File: config.mk
export PLATFORM = sky130hd
export DESIGN_NAME = singcyc_periph_bus
export DESIGN_NICKNAME = d
export VERILOG_FILES = /design/src/rtl/singcyc_periph_bus.sv
export SDC_FILE = /design/constraint.sdc
export NUM_CORES = 1
export LEC_CHECK = 0
export ABC_AREA = 1
export CELL_PAD_IN_SITES_DETAIL_PLACEMENT = 0
export CELL_PAD_IN_SITES_GLOBAL_PLACEMENT = 2
export CORE_UTILIZATION = 27
export DETAILED_ROUTE_END_ITERATION = 6
export HOLD_SLACK_MARGIN = 0.05
export PLACE_DENSITY_LB_ADDON = 0.1
export SETUP_SLACK_MARGIN = 0.15
export SYNTH_ARGS = -nofsm -noshare
export SYNTH_HDL_FRONTEND = slang
export SYNTH_SLANG_ARGS = --single-unit
File: constraint.sdc
create_clock -name iClk -period 2.3 [get_ports iClk]
set_input_delay 0.345 -clock iClk [delete_from_list [all_inputs] [get_ports iClk]]
set_output_delay 0.345 -clock iClk [all_outputs]
set_load 0.02 [all_outputs]
File: src/rtl/singcyc_periph_bus.sv
// singcyc_periph_bus: data-side bus between the single-cycle core and RAM/peripherals.
// Decodes RAM vs. memory-mapped timer, LED, switch, 7-seg and optional UART TX.
// Optional feature: define UART_TX_EN to build the UART transmitter (0x18/0x1C).
// Ports:
//   iClk, iRst_n            clock, async active-low reset
//   iAddr, iMemRead,
//   iMemWrite, iWrData      core data-memory port
//   oRdData                 combinational load data
//   oRamWrite, iRamRdData   external data RAM write enable / read data
//   iSwitch                 board switches (synchronised internally)
//   oLed, oDigi             LED and 7-seg registers
//   oIrq                    timer interrupt request
//   oUartTx                 UART serial out, idle high
module singcyc_periph_bus #(
    parameter int CLKS_PER_BIT = 434
) (
    input  logic        iClk,
    input  logic        iRst_n,
    input  logic [31:0] iAddr,
    input  logic        iMemRead,
    input  logic        iMemWrite,
    input  logic [31:0] iWrData,
    output logic [31:0] oRdData,
    output logic        oRamWrite,
    input  logic [31:0] iRamRdData,
    input  logic [7:0]  iSwitch,
    output logic [7:0]  oLed,
    output logic [11:0] oDigi,
    output logic        oIrq,
    output logic        oUartTx
);

    logic       ramSel;
    logic       perSel;
    logic       perWr;
    logic [5:0] offs;

    assign ramSel    = (iAddr[31:30] == 2'b00);
    assign perSel    = (iAddr[31:8] == 24'h400000);
    assign perWr     = iMemWrite & perSel;
    assign offs      = iAddr[7:2];
    assign oRamWrite = iMemWrite & ramSel;

    logic wrTh, wrTl, wrTcon, wrLed, wrDigi;

    assign wrTh   = perWr & (offs == 6'h00);
    assign wrTl   = perWr & (offs == 6'h01);
    assign wrTcon = perWr & (offs == 6'h02);
    assign wrLed  = perWr & (offs == 6'h03);
    assign wrDigi = perWr & (offs == 6'h05);

    logic [31:0] th;
    logic [31:0] tl;
    logic [2:0]  tcon;
    logic [7:0]  sw1;
    logic [7:0]  sw2;
    logic        tlMax;

    assign tlMax = (tl == 32'hFFFF_FFFF);
    assign oIrq  = tcon[1] & tcon[2];

    // Software writes to TL/TCON take priority over counting and status set.
    always_ff @(posedge iClk or negedge iRst_n) begin
        if (!iRst_n) begin
            th    <= '0;
            tl    <= '0;
            tcon  <= '0;
            oLed  <= '0;
            oDigi <= '0;
            sw1   <= '0;
            sw2   <= '0;
        end else begin
            sw1 <= iSwitch;
            sw2 <= sw1;
            if (wrTh) th <= iWrData;
            if (wrTl) begin
                tl <= iWrData;
            end else if (tcon[0]) begin
                tl <= tlMax ? th : tl + 32'd1;
            end
            if (wrTcon) begin
                tcon <= iWrData[2:0];
            end else if (!wrTl && tcon[0] && tcon[1] && tlMax) begin
                tcon[2] <= 1'b1;
            end
            if (wrLed)  oLed  <= iWrData[7:0];
            if (wrDigi) oDigi <= iWrData[11:0];
        end
    end

    logic [31:0] uartRd;

`ifdef UART_TX_EN
    typedef enum logic [1:0] {
        IDLE,
        START,
        DATA,
        STOP
    } uartState_t;

    uartState_t  state, stateNx;
    logic [15:0] baudCnt, baudCntNx;
    logic [2:0]  bitIdx, bitIdxNx;
    logic [7:0]  txByte, txByteNx;
    logic        done, doneNx;
    logic        busy;
    logic        baudEnd;
    logic        txdWr;
    logic        conRd;
    logic        txBit;

    assign busy    = (state != IDLE);
    assign baudEnd = (baudCnt == 16'(CLKS_PER_BIT - 1));
    assign txdWr   = perWr & (offs == 6'h06);
    assign conRd   = iMemRead & perSel & (offs == 6'h07);
    assign oUartTx = txBit;

    always_ff @(posedge iClk or negedge iRst_n) begin
        if (!iRst_n) begin
            state   <= IDLE;
            baudCnt <= '0;
            bitIdx  <= '0;
            txByte  <= '0;
            done    <= 1'b0;
        end else begin
            state   <= stateNx;
            baudCnt <= baudCntNx;
            bitIdx  <= bitIdxNx;
            txByte  <= txByteNx;
            done    <= doneNx;
        end
    end

    // Clear-on-read is applied first so the STOP->IDLE done-set overrides it.
    always_comb begin
        stateNx   = state;
        baudCntNx = baudCnt;
        bitIdxNx  = bitIdx;
        txByteNx  = txByte;
        doneNx    = done;
        txBit     = 1'b1;
        if (conRd) doneNx = 1'b0;
        case (state)
            IDLE: begin
                if (txdWr) begin
                    stateNx   = START;
                    baudCntNx = '0;
                    bitIdxNx  = '0;
                    txByteNx  = iWrData[7:0];
                end
            end
            START: begin
                txBit = 1'b0;
                if (baudEnd) begin
                    stateNx   = DATA;
                    baudCntNx = '0;
                end else begin
                    baudCntNx = baudCnt + 16'd1;
                end
            end
            DATA: begin
                txBit = txByte[bitIdx];
                if (baudEnd) begin
                    baudCntNx = '0;
                    bitIdxNx  = bitIdx + 3'd1;
                    if (bitIdx == 3'd7) stateNx = STOP;
                end else begin
                    baudCntNx = baudCnt + 16'd1;
                end
            end
            STOP: begin
                if (baudEnd) begin
                    stateNx   = IDLE;
                    baudCntNx = '0;
                    doneNx    = 1'b1;
                end else begin
                    baudCntNx = baudCnt + 16'd1;
                end
            end
        endcase
    end

    assign uartRd = (offs == 6'h07) ? {30'd0, done, busy} : 32'd0;
`else
    logic unusedUart;

    assign unusedUart = ^{iMemRead, 16'(CLKS_PER_BIT)};
    assign uartRd     = 32'd0;
    assign oUartTx    = 1'b1;
`endif

    logic [31:0] perRd;
    logic [1:0]  unusedAddr;

    assign unusedAddr = iAddr[1:0];

    always_comb begin
        perRd = '0;
        case (offs)
            6'h00:   perRd = th;
            6'h01:   perRd = tl;
            6'h02:   perRd = {29'd0, tcon};
            6'h03:   perRd = {24'd0, oLed};
            6'h04:   perRd = {24'd0, sw2};
            6'h05:   perRd = {20'd0, oDigi};
            6'h06,
            6'h07:   perRd = uartRd;
            default: perRd = '0;
        endcase
    end

    assign oRdData = ramSel ? iRamRdData :
                     perSel ? perRd      : 32'd0;

endmodule

== Word-level counts from Yosys, hierarchy flattened ==
Index checks and enable logic that the tools add are counted.
Word-level totals
  bits in registers: 103
  input port bits: 108
  output and inout bits: 55
  logic and storage cells: 40
Cells by class
  add/sub/neg operators: 1
  eq/ne operators: 7
  muxes and demuxes: 8
  bitwise operators: 8
  reduce and logical (&&, ||, !) cells: 8
Operator list (count)
  $pmux 32 s6: 1
  $mux 32: 5
  $add 32x1->32 const B: 1
  $eq 32x32->1 const B: 1
  $eq 24x23->1 const B: 1
  $eq 6x2->1 const B: 2
  $eq 6x3->1 const B: 2
  $and 1x1->1: 8
  $eq 6x1->1 const B: 1
  $logic_not 6->1: 1
  $reduce_bool 2->1: 2
  $logic_and 1x1->1: 3
  $logic_not 2->1: 1
  $mux 1: 2
  $logic_not 1->1: 1

== Longest topological paths before layout ==
Gate-level depths: netlist of the first run.
  word-level depth: 9
  mapped depth: 12
  mapped depth without buffers: 11

== Worst setup path after synthesis of the first run ==
No wires, ideal clock.
  path type: input port to output port
  start point: input iAddr[5]
  end point: output oRdData[17]
  arrival time: 1717 ps
  data required time: 1955 ps
  slack: 238 ps
  cell stages on the path: 7
  buffers on the path: 2
  cell sequence: nor2_1 nand3_2 inv_2 buf_4 buf_6 a22oi_1 o21ai_0
Between the ends
  longest elaborated chain between the ends: 4
  elaborated cells on any way between the ends: 9
  classes of those cells: eq/ne (5); mux (3); reduce/logical (1)
Ends and longest elaborated chain
  start, declared: line 19  | input logic [31:0] iAddr,
  $eq 6x3->1, or another cell as far along: line 199  | case (offs)
  $pmux 32 s6 (*): line 199
  $mux 32 (*): line 213  | perSel ? perRd : 32'd0;
  $mux 32 (*): line 212  | assign oRdData = ramSel ? iRamRdData :
  end, declared: line 23  | output logic [31:0] oRdData,
Every way passes the cells marked *; elsewhere a longest branch is shown, timed or not.

== Worst setup path after layout of the first run ==
  start point: input iAddr[3]
  end point: output oRdData[20]
The elaborated chain is that of the path after synthesis.

==> summary.txt, run 1 <==
Timing
  – Fin. max-slew vios: 0
  – Hold Fails Final Rpt: 0
  – F_max: 0.479 GHz
  – Setup skew after layout: 13.7 ps
  – Slew HR: 0.663
  – Final min period: 2090 ps
  – Period Utilization, post-route: 0.909
  – Setup violators final: 0
  – RSZ-0062 raised after global routing: true
  – Min Hold Slack: 352 ps
  – Setup WS post-layout: 210 ps
  – Worst Tran Pin Value: 506 ps

Worst setup path
  – CP Class: primary input to output port
  – Crit end category: output port
  – Max stage delay on crit path: 280 ps
  – FF-to-FF setup slack: 310 ps
  – Worst Reg2Reg Path Length in Cells: 11
  – Critical R2R Launch: tl[0]
  – CP arrival: 1740 ps
  – Critical Path Slowest Stage Cell: dlygate4sd2_1
  – CP Launch Type: primary input
  – CP cell instances: dlygate4sd2_1 -> nor2_2 -> nand3_4 -> inv_8 -> buf_12 -> buf_16 -> a22oi_1 -> o21ai_0 -> buf_2
  – Critical path required time: 1960 ps
  – CP max FO: 14
  – Reg2reg end: tl[27]

Routing
  – Vias per cell: 4.70
  – Vias: 6893
  – Routed length per instance: 16.9 um
  – Post-DRT Antenna Nets: 0
  – WL final: 24800 um
  – DRC violation count after routing: 0
  – Drt first pass iters: 5
  – Drt initial violations: 379

Run status
  – Status: completed

Power
  – Power consumption: 3.87 mW
  – Net Switching: 1.04 mW
  – Maximum VDD drop: 0.000335 V
  – Leak: 4.21 nW
  – Combinational share of power: 0.104
  – Internal power: 2.83 mW
  – Clock power share: 0.425
  – Power Dens Cells: 409 nW/um^2
  – Sequential Power Share: 0.472
  – Sw Ratio: 0.270

Logic synthesis
  – Post-Syn Instances: 937
  – Synthesized cell area: 6480 um^2
  – Ys Warns: 0
  – #FFs+latches synth: 103
  – Post-Syn Nets: 1046
  – Cell variety after synth: 36
  – Post-synthesis sequential area ratio: 0.398
  – Mapped Avg Cell Area: 6.92 um^2
  – Largest area contributor in the netlist: dfrtp_1
  – Largest cells by area after synthesis: dfrtp_1, nand2_1, nand3_1, o21ai_0, inv_1
  – Synth top area share: 0.398

Clock tree
  – Skew-Pair Late Insertion Delay: 370 ps
  – Clock Pin Slew Worst Setup and Hold Paths: 80 ps
  – CTS Buf Count: 9
  – Clock Sinks: 103
  – Clock root buffer: clkbuf_16
  – H-tree depth: 3
  – CTS tree: done
  – Max Buffers Root-to-Sink: 2

Placement
  – Placed inst area: 8870 um^2
  – Dpl hpwl: 17800 um
  – IO Port Bufs: 158
  – Routability congestion estimate: 0.796
  – Pre-CTS setup slack: -567 ps

Floorplan
  – Die ar.: 24600 um^2
  – Starting Density: 0.276
  – Chip width: 157 um
  – Ports: 163
  – Site row count: 56
  – Die Y: 157 um
  – Core area: 23500 um^2

Global route
  – Vias in the first global route: 6656
  – Largest net degree at the start of global routing: 43
  – GR Overflow Total: 0
  – Initial antenna violation count: 0
  – Global-route wire length before repair: 38900 um
  – Total Routing Usage GR: 0.210

Flow run
  – Max-cap violation count: 0

Hold path
  – Worst hold-check path type: register to register
  – Hold EP: sw2[3]
  – Hold depth: 0
  – Hold path start: sw1[3]

Final layout
  – Share of cells above drive strength 1: 0.159
  – Final instance area: 9480 um^2
  – # diodes: 0
  – Fill cell count: 2529
  – Nets: 1253
  – Layout area overhead: 46.2%
-- Yosys cell counts --
cell,count
nand2_1,336
nand3_1,141
dfrtp_1,103
inv_1,61
nor2_1,61
o21ai_0,46
o21ai_1,38
nand4_1,23
a22oi_1,22
buf_2,21
clkbuf_1,10
buf_4,7
nand3b_1,7
nor2_2,7
xor2_1,7
nand2_2,6
nor2_4,6
buf_6,5
a21oi_1,4
inv_2,4
nand2_4,2
nand3_2,2
nand3_4,2
nor3_1,2
o22ai_1,2
xnor2_1,2
a21boi_0,1
a21oi_2,1
buf_1,1
clkinv_1,1
clkinv_4,1
conb_1,1
ha_1,1
nor2_8,1
o21bai_1,1
or2_2,1
-- cells in the final DEF, fill, tap and decap left out, drive strengths merged --
cell	n
inv	69
buf	109
clkdlybuf4s15	7
o21bai	1
xor2	7
o21ai	84
nor2	75
a21oi	5
conb	1
a22oi	22
xnor2	2
dfrtp	103
dlygate4sd2	26
nand4	23
dlymetal6s2s	1
o22ai	2
clkdlybuf4s50	94
nand2	344
nand3b	7
nor3	2
clkbuf	10
ha	1
bufbuf	1
nand3	145
a21boi	1
clkinv	5
dlygate4sd3	1
or2	1
-- per-stage QoR --
step,utilization,setup TNS [ps],cells
4_1_cts,0.400,0,1467
6_report,0.404,0,1468
2_1_floorplan,-,0,937
5_1_grt,0.404,0,1468
3_3_place_gp,0.378,-23740,1437
3_5_place_dp,0.378,-24490,1437
-- layout make-up --
cell class                      instances  area, um^2  share of cell area
Clock buffer                            9         225              0.0238
Clock inverter                          7        91.3             0.00964
Inverter                               67         277              0.0292
Multi-Input combinational cell        723        3500               0.370
Sequential cell                       103        2580               0.272
Tap cell                              319         399              0.0421
Timing Repair Buffer                  240        2410               0.254
-- power by group through the flow --
stage | Clock (mW) | Sequential (mW) | Combinational [mW]
after floorplan | 0 | 1.86 | 0.0932
after global placement | 0 | 1.86 | 0.424
after detailed placement | 0 | 1.86 | 0.421
after CTS | 1.71 | 1.83 | 0.405
after global routing | 1.77 | 1.83 | 0.437
final | 1.64 | 1.83 | 0.401
-- registers in the layout, summed over array words and instances, names as in the netlist --
name / count
th: 32
tl: 32
oDigi: 12
oLed: 8
sw1: 8
sw2: 8
tcon: 3
-- critical path: cells and delay by family --
kind | cells | cell delay, ps
AOI/OAI and AO/OA | 2 | 230
and+or+nand+nor | 2 | 320
buffers and inverters | 5 | 850
-- metal layers --
metal / GRT usage / routed length [um] / up-vias
li1: - / - / 3492
met1: 0.299 / 12600 / 3250
met2: 0.338 / 11200 / 140
met3: 0.0259 / 825 / 11
met4: 0.0458 / 222 / 0
met5: 0 / 0 / -
-- what timing repair did --
action | CTS | global route
setup buffers | 9 | 1
pin swaps | 22 | 14
cloned | 4 | 0
gates resized for setup | 214 | 32
endpoints found under the setup margin | 32 | 48
hold buffers | 1 | 0
hold endpoints to repair | 31 | 0
-- logic make-up (layout without fill, tap and decap cells) --
group / after synthesis / in the layout / synth area share
fa+ha+maj: 1 / 1 / 0.00193
xor+xnor: 9 / 9 / 0.0122
simple gates: 597 / 597 / 0.410
compound gates: 115 / 115 / 0.0990
other cells: 1 / 1 / 0.000579
flops: 103 / 103 / 0.398
buf+inv: 111 / 323 / 0.0790
-- worst max path at each step --
stage / startpoint / to / slack (ps) / cells after the start
after CTS: iAddr[6] / oRdData[31] / 170 / 10
final: iAddr[3] / oRdData[20] / 210 / 9
after global routing: iAddr[2] / oRdData[24] / 120 / 9
after global placement: iAddr[2] / oRdData[17] / -560 / 9
after detailed placement: iAddr[2] / oRdData[17] / -570 / 9
after floorplan: iAddr[5] / oRdData[17] / 240 / 7
Power figures use the tool's default switching activity.
==> run 2: changes to the inputs <==
--- a/config.mk
+++ b/config.mk
@@ -6,9 +6,11 @@
 export NUM_CORES = 1
 export LEC_CHECK = 0
 export ABC_AREA = 1
+export CAP_MARGIN = 20
 export CELL_PAD_IN_SITES_DETAIL_PLACEMENT = 0
 export CELL_PAD_IN_SITES_GLOBAL_PLACEMENT = 2
-export CORE_UTILIZATION = 27
+export CORE_UTILIZATION = 28
+export CTS_BUF_LIST = sky130_fd_sc_hd__clkbuf_4 sky130_fd_sc_hd__clkbuf_8
 export DETAILED_ROUTE_END_ITERATION = 6
 export HOLD_SLACK_MARGIN = 0.05
 export PLACE_DENSITY_LB_ADDON = 0.1
==> run 2 against run 1 <==
Worst hold slack gained 6.7 ps. Largest cell class unchanged. Largest power group unchanged. Sequential share of layout area shrank 0.37 points. Combinational power grew 6.0%. Critical endpoint is now oRdData[8]. Cell count shrank 1.8%.
==> summary.txt, run 2 (synthesis results as in run 1) <==
Routing
  – Post-DRT Antenna Nets: 0 (unchanged)
  – Drt first pass iters: 4 (-1)
  – Vias per cell: 4.84 (+3.1%)
  – Vias: 6984 (+1.3%)
  – DRC violation count after routing: 0 (unchanged)
  – Drt initial violations: 408 (+7.7%)
  – Routed length per instance: 17.4 um (+2.9%)
  – WL final: 25100 um (+1.0%)

Final layout
  – Final instance area: 9610 um^2 (+1.4%)
  – Nets: 1261 (+0.64%)
  – Largest registers: th x32, tl x32, oDigi x12
  – # diodes: 0 (unchanged)
  – Share of cells above drive strength 1: 0.173 (+0.0136)
  – Fill cell count: 2416 (-4.5%)
  – Commonest non-fill, non-tap cells in the layout: nand2_1, nand3_1, dfrtp_1
  – Layout area overhead: 48.3%
  – Most common cell after layout, fill and taps aside: nand2_1

Floorplan
  – Die Y: 154 um (-1.8%)
  – Core area: 22600 um^2 (-3.5%)
  – Chip width: 154 um (-1.8%)
  – Die ar.: 23800 um^2 (-3.5%)
  – Starting Density: 0.286 (+0.0101)
  – Ports: 163 (unchanged)
  – Site row count: 55 (-1.8%)

Worst setup path
  – Critical Path Slowest Stage Cell: dlygate4sd2_1
  – CP cell instances: dlygate4sd2_1 -> nor2_1 -> buf_4 -> nand3_4 -> clkinv_8 -> buf_16 -> nand2_1 -> o21ai_2 -> a21oi_2 -> o21ai_4 -> buf_6
  – CP Launch Type: primary input
  – Crit end category: output port
  – CP Class: primary input to output port
  – CP arrival: 1730 ps (about the same)
  – CP max FO: 6 (-8)
  – Max stage delay on crit path: 240 ps (-40 ps)
  – Critical path required time: 1960 ps (about the same)

Global route
  – GR Overflow Total: 0 (unchanged)
  – Global-route wire length before repair: 39000 um (+0.25%)
  – Largest net degree at the start of global routing: 41 (-4.7%)
  – Total Routing Usage GR: 0.212 (+0.00219)
  – Initial antenna violation count: 0 (unchanged)
  – Vias in the first global route: 6726 (+1.1%)

Timing
  – Min Hold Slack: 359 ps (+6.71 ps)
  – Fin. max-slew vios: 0 (unchanged)
  – Worst Tran Pin Value: 540 ps (+34.0 ps)
  – F_max: 0.482 GHz (+0.75%)
  – RSZ-0062 raised after global routing: true
  – Final min period: 2070 ps (-15.6 ps)
  – Period Utilization, post-route: 0.902 (-0.00677)
  – Hold Fails Final Rpt: 0 (unchanged)
  – Setup violators final: 0 (unchanged)
  – Setup skew after layout: 15.6 ps (+1.88 ps)
  – Slew HR: 0.640 (-0.0227)

Clock tree
  – CTS Buf Count: 9 (unchanged)
  – Clock Sinks: 103 (unchanged)
  – Clock Pin Slew Worst Setup and Hold Paths: 130 ps (+50 ps)
  – H-tree depth: 3 (unchanged)
  – Clock root buffer: clkbuf_8
  – CTS tree: done
  – Max Buffers Root-to-Sink: 2 (unchanged)
  – Skew-Pair Late Insertion Delay: 400 ps (+30 ps)

Placement
  – Dpl hpwl: 17700 um (-0.83%)
  – IO Port Bufs: 158 (unchanged)
  – Placed inst area: 8890 um^2 (+0.25%)
  – Routability congestion estimate: 0.836 (+5.0%)

Power
  – Maximum VDD drop: 0.000320 V (-4.4%)
  – Power Dens Cells: 361 nW/um^2 (-12%)
  – Leak: 4.46 nW (+5.8%)

Flow run
  – Max-cap violation count: 0 (unchanged)

Hold path
  – Worst hold-check path type: primary input to register

Run status
  – Status: completed
run 2: changes by cell type in the layout (fill, tap and decap cells not counted), moves of 6 or more:
cell / delta
clkbuf_16: -7
clkbuf_8: +9
dlygate4sd2_1: -21
dlymetal6s2s_1: +24
o21ai_0: -7
o21ai_2: +6
run 2: worst max-delay path, delay by kind of cell:
family / cells / cell delay (ps)
buf+inv: 5 / 780
simple gates: 3 / 300
compound gates: 3 / 280
run 2: metrics by stage:
| stage | instances | setup WS (ps) | total power, mW | utilization | setup TNS, ps |
|---|---|---|---|---|---|
| detailed placement | 1405 | -486 | 2.29 | 0.393 | -25260 |
| global placement | 1405 | -497 | 2.29 | 0.393 | -24260 |
| finish | 1442 | 226 | 3.47 | 0.425 | 0 |
| floorplan | 937 | 238 | 1.96 | - | 0 |
| CTS | 1436 | 143 | 3.53 | 0.412 | 0 |
| global route | 1442 | 149 | 3.63 | 0.425 | 0 |
run 2: power by group:
part	internal (mW)	leakage, nW	switching, mW
Sequential	1.82	1.40	0.00392
Clock	0.439	0.105	0.777
Combinational	0.232	2.95	0.193
Total	2.49	4.46	0.975
run 2: cell type report:
| cell class | count | area, um^2 | share of cell area |
|---|---|---|---|
| Sequential cell | 103 | 2580 | 0.268 |
| Multi-Input combinational cell | 723 | 3530 | 0.367 |
| Clock inverter | 7 | 86.3 | 0.00898 |
| Clock buffer | 9 | 124 | 0.0129 |
| Inverter | 67 | 289 | 0.0301 |
| Tap cell | 285 | 357 | 0.0371 |
| Timing Repair Buffer | 248 | 2650 | 0.276 |
run 2: final timing paths:
| path | slack (ps) | end | cells after the start | startpoint |
|---|---|---|---|---|
| max | 230 | oRdData[8] | 11 | iAddr[5] |
| min | 360 | sw1[5] | 1 | iSwitch[5] |
| max reg2reg | 340 | tl[7] | 11 | tl[0] |
| min reg2reg | 360 | sw2[7] | 0 | sw1[7] |
| max in group asynchronous | 1220 | tl[6] | 3 | iRst_n |
| min in group asynchronous | 460 | oLed[1] | 2 | iRst_n |
run 2: layer usage:
metal	GRT usage	wire (um)
met5	0	0
met4	0.0467	302
met3	0.0282	1150
met2	0.338	11300
met1	0.304	12400
run 2: what timing repair did:
action	CTS	global route
buffers inserted	8	4
hold buffers	1	0
endpoints found under the hold margin	32	0
setup endpoints to repair	32	70
pin swaps	15	16
gates resized for setup	206	63
gates cloned	6	2
==> run 3: changes to the inputs <==
--- a/config.mk
+++ b/config.mk
@@ -14,6 +14,7 @@
 export DETAILED_ROUTE_END_ITERATION = 6
 export HOLD_SLACK_MARGIN = 0.05
 export PLACE_DENSITY_LB_ADDON = 0.1
+export REMOVE_ABC_BUFFERS = 1
 export SETUP_SLACK_MARGIN = 0.15
 export SYNTH_ARGS = -nofsm -noshare
 export SYNTH_HDL_FRONTEND = slang
==> run 3 against run 2 <==
Cell count grew 0.14%. Critical endpoint is now oRdData[11]. Sequential power is essentially flat. Global-route usage up 0.11 points. Sequential cell count unchanged. Largest cell class unchanged. Setup slack better by 7.4 ps.
==> summary.txt, run 3 (synthesis results as in run 1) <==
Clock tree
  – Clock Pin Slew Worst Setup and Hold Paths: 120 ps (about the same)
  – Max Buffers Root-to-Sink: 2 (unchanged)
  – CTS Buf Count: 9 (unchanged)
  – Clock root buffer: clkbuf_8
  – Clock Sinks: 103 (unchanged)
  – H-tree depth: 3 (unchanged)
  – Skew-Pair Late Insertion Delay: 410 ps (about the same)
  – CTS tree: done

Worst setup path
  – CP delay by family, top: buffers and inverters
  – Worst Path Buf+Inv: 6 (+1)
  – Max stage delay on crit path: 250 ps (about the same)
  – CP dominant cell by count: o21ai_1
  – CP arrival: 1720 ps (about the same)
  – CP Class: primary input to output port
  – CP max FO: 4 (-2)
  – Crit end category: output port
  – Critical path required time: 1960 ps (about the same)
  – Critical Path Slowest Stage Cell: dlygate4sd2_1
  – CP Launch Type: primary input
  – CP cell instances: dlygate4sd2_1 -> buf_6 -> nor2_4 -> nand3_4 -> clkinv_8 -> buf_12 -> buf_16 -> nand2_1 -> o21ai_1 -> a21oi_1 -> o21ai_1 -> buf_4

Final layout
  – Fill cell count: 2414 (-0.083%)
  – Commonest non-fill, non-tap cells in the layout: nand2_1, nand3_1, dfrtp_1
  – Largest registers: th x32, tl x32, oDigi x12
  – Nets: 1263 (+0.16%)
  – Share of cells above drive strength 1: 0.175 (+0.00229)
  – # diodes: 0 (unchanged)
  – Final Util: 0.421 (-0.00321)
  – Layout area overhead: 47.2%
  – Most common cell after layout, fill and taps aside: nand2_1

Flow run
  – Max-cap violation count: 0 (unchanged)

Global route
  – Total Routing Usage GR: 0.213 (+0.00107)
  – Met2 Resource Use GR: 0.375 (+0.0370)
  – Largest net degree at the start of global routing: 61 (+49%)
  – Busiest layer in global routing: met2
  – Met1 usage: 0.276 (-0.0280)
  – M3 GR Usage: 0.0285 (+0.000282)
  – Global-route wire length before repair: 38900 um (-0.46%)
  – Initial antenna violation count: 0 (unchanged)
  – GR Overflow Total: 0 (unchanged)
  – Vias in the first global route: 6922 (+2.9%)

Timing
  – Setup skew after layout: 24.3 ps (+8.68 ps)
  – Setup violators final: 0 (unchanged)
  – RSZ-0062 raised after global routing: true
  – Hold Fails Final Rpt: 0 (unchanged)
  – Min Hold Slack: 347 ps (-12.2 ps)
  – F_max: 0.484 GHz (+0.36%)
  – Fin. max-slew vios: 0 (unchanged)
  – Final min period: 2070 ps (-7.39 ps)
  – Period Utilization, post-route: 0.899 (-0.00321)

Floorplan
  – Ports: 163 (unchanged)
  – Core area: 22600 um^2 (unchanged)
  – Die Y: 154 um (unchanged)
  – Die ar.: 23800 um^2 (unchanged)
  – Site row count: 55 (unchanged)
  – Chip width: 154 um (unchanged)
  – Starting Density: 0.286 (unchanged)

Routing
  – Drt initial violations: 342 (-16%)
  – Routed length per instance: 17.0 um (-2.6%)
  – WL final: 24500 um (-2.4%)
  – DRC violation count after routing: 0 (unchanged)
  – Post-DRT Antenna Nets: 0 (unchanged)
  – Drt first pass iters: 7 (+3)
  – Vias per cell: 4.78 (-1.2%)
  – Vias: 6909 (-1.1%)

Power
  – Leak: 4.23 nW (-5.2%)
  – Maximum VDD drop: 0.000300 V (-6.4%)
  – Power Dens Cells: 362 nW/um^2 (+0.31%)

Placement
  – IO Port Bufs: 158 (unchanged)
  – Routability congestion estimate: 0.824 (-1.4%)
  – Dpl hpwl: 17400 um (-1.7%)

Hold path
  – Worst hold-check path type: primary input to asynchronous set/reset pin

Run status
  – Status: completed
run 3: per-layer routing:
| layer | vias to the layer above | share of wire |
|---|---|---|
| met5 | - | 0 |
| met4 | 0 | 0.013 |
| met3 | 17 | 0.035 |
| met2 | 155 | 0.49 |
| met1 | 3219 | 0.46 |
| li1 | 3518 | - |
run 3: repair_timing:
action                                 CTS  global route
hold buffers                             1             0
resized for setup                      226            57
setup endpoints to repair               32            38
endpoints found under the hold margin   15             0
gates cloned                             6             0
pin swaps                               33            32
setup buffers                           13             4
run 3: final timing paths:
path	slack, ps	startpoint	cells after the start	end
max	230	iAddr[2]	12	oRdData[11]
min	350	iRst_n	2	th[15]
max reg2reg	330	tl[1]	11	tl[18]
min reg2reg	360	sw1[4]	0	sw2[4]
max in group asynchronous	1280	iRst_n	3	oDigi[5]
min in group iClk	350	iSwitch[1]	1	sw1[1]
run 3: where the power goes:
part           internal (mW)  leakage [nW]  switching (mW)
registers               1.82          1.40         0.00329
logic                  0.225          2.73           0.192
clock network          0.429        0.0970           0.781
total                   2.48          4.23           0.976
run 3: area by class of cell:
cell class                 instances  area [um^2]  area share
multi-input combinational        723         3550       0.372
sequential                       103         2580       0.270
timing repair buffer             249         2570       0.269
tap                              285          357      0.0374
inverter                          67          278      0.0291
clock buffer                       9          124      0.0130
clock inverter                     7         72.6     0.00761
timing repair inverter             1         7.51    0.000787
run 3: through the flow:
stage          instances  setup TNS, ps  power (mW)  cell area (um^2)  setup WS, ps
6_report            1444              0        3.45              9540           233
5_1_grt             1444              0        3.59              9540           145
3_5_place_dp        1404         -22600        2.28              8920          -558
3_3_place_gp        1404         -20300        2.28              8920          -514
2_1_floorplan        893          -6900        1.95              6230          -382
4_1_cts             1440              0        3.49              9350           168
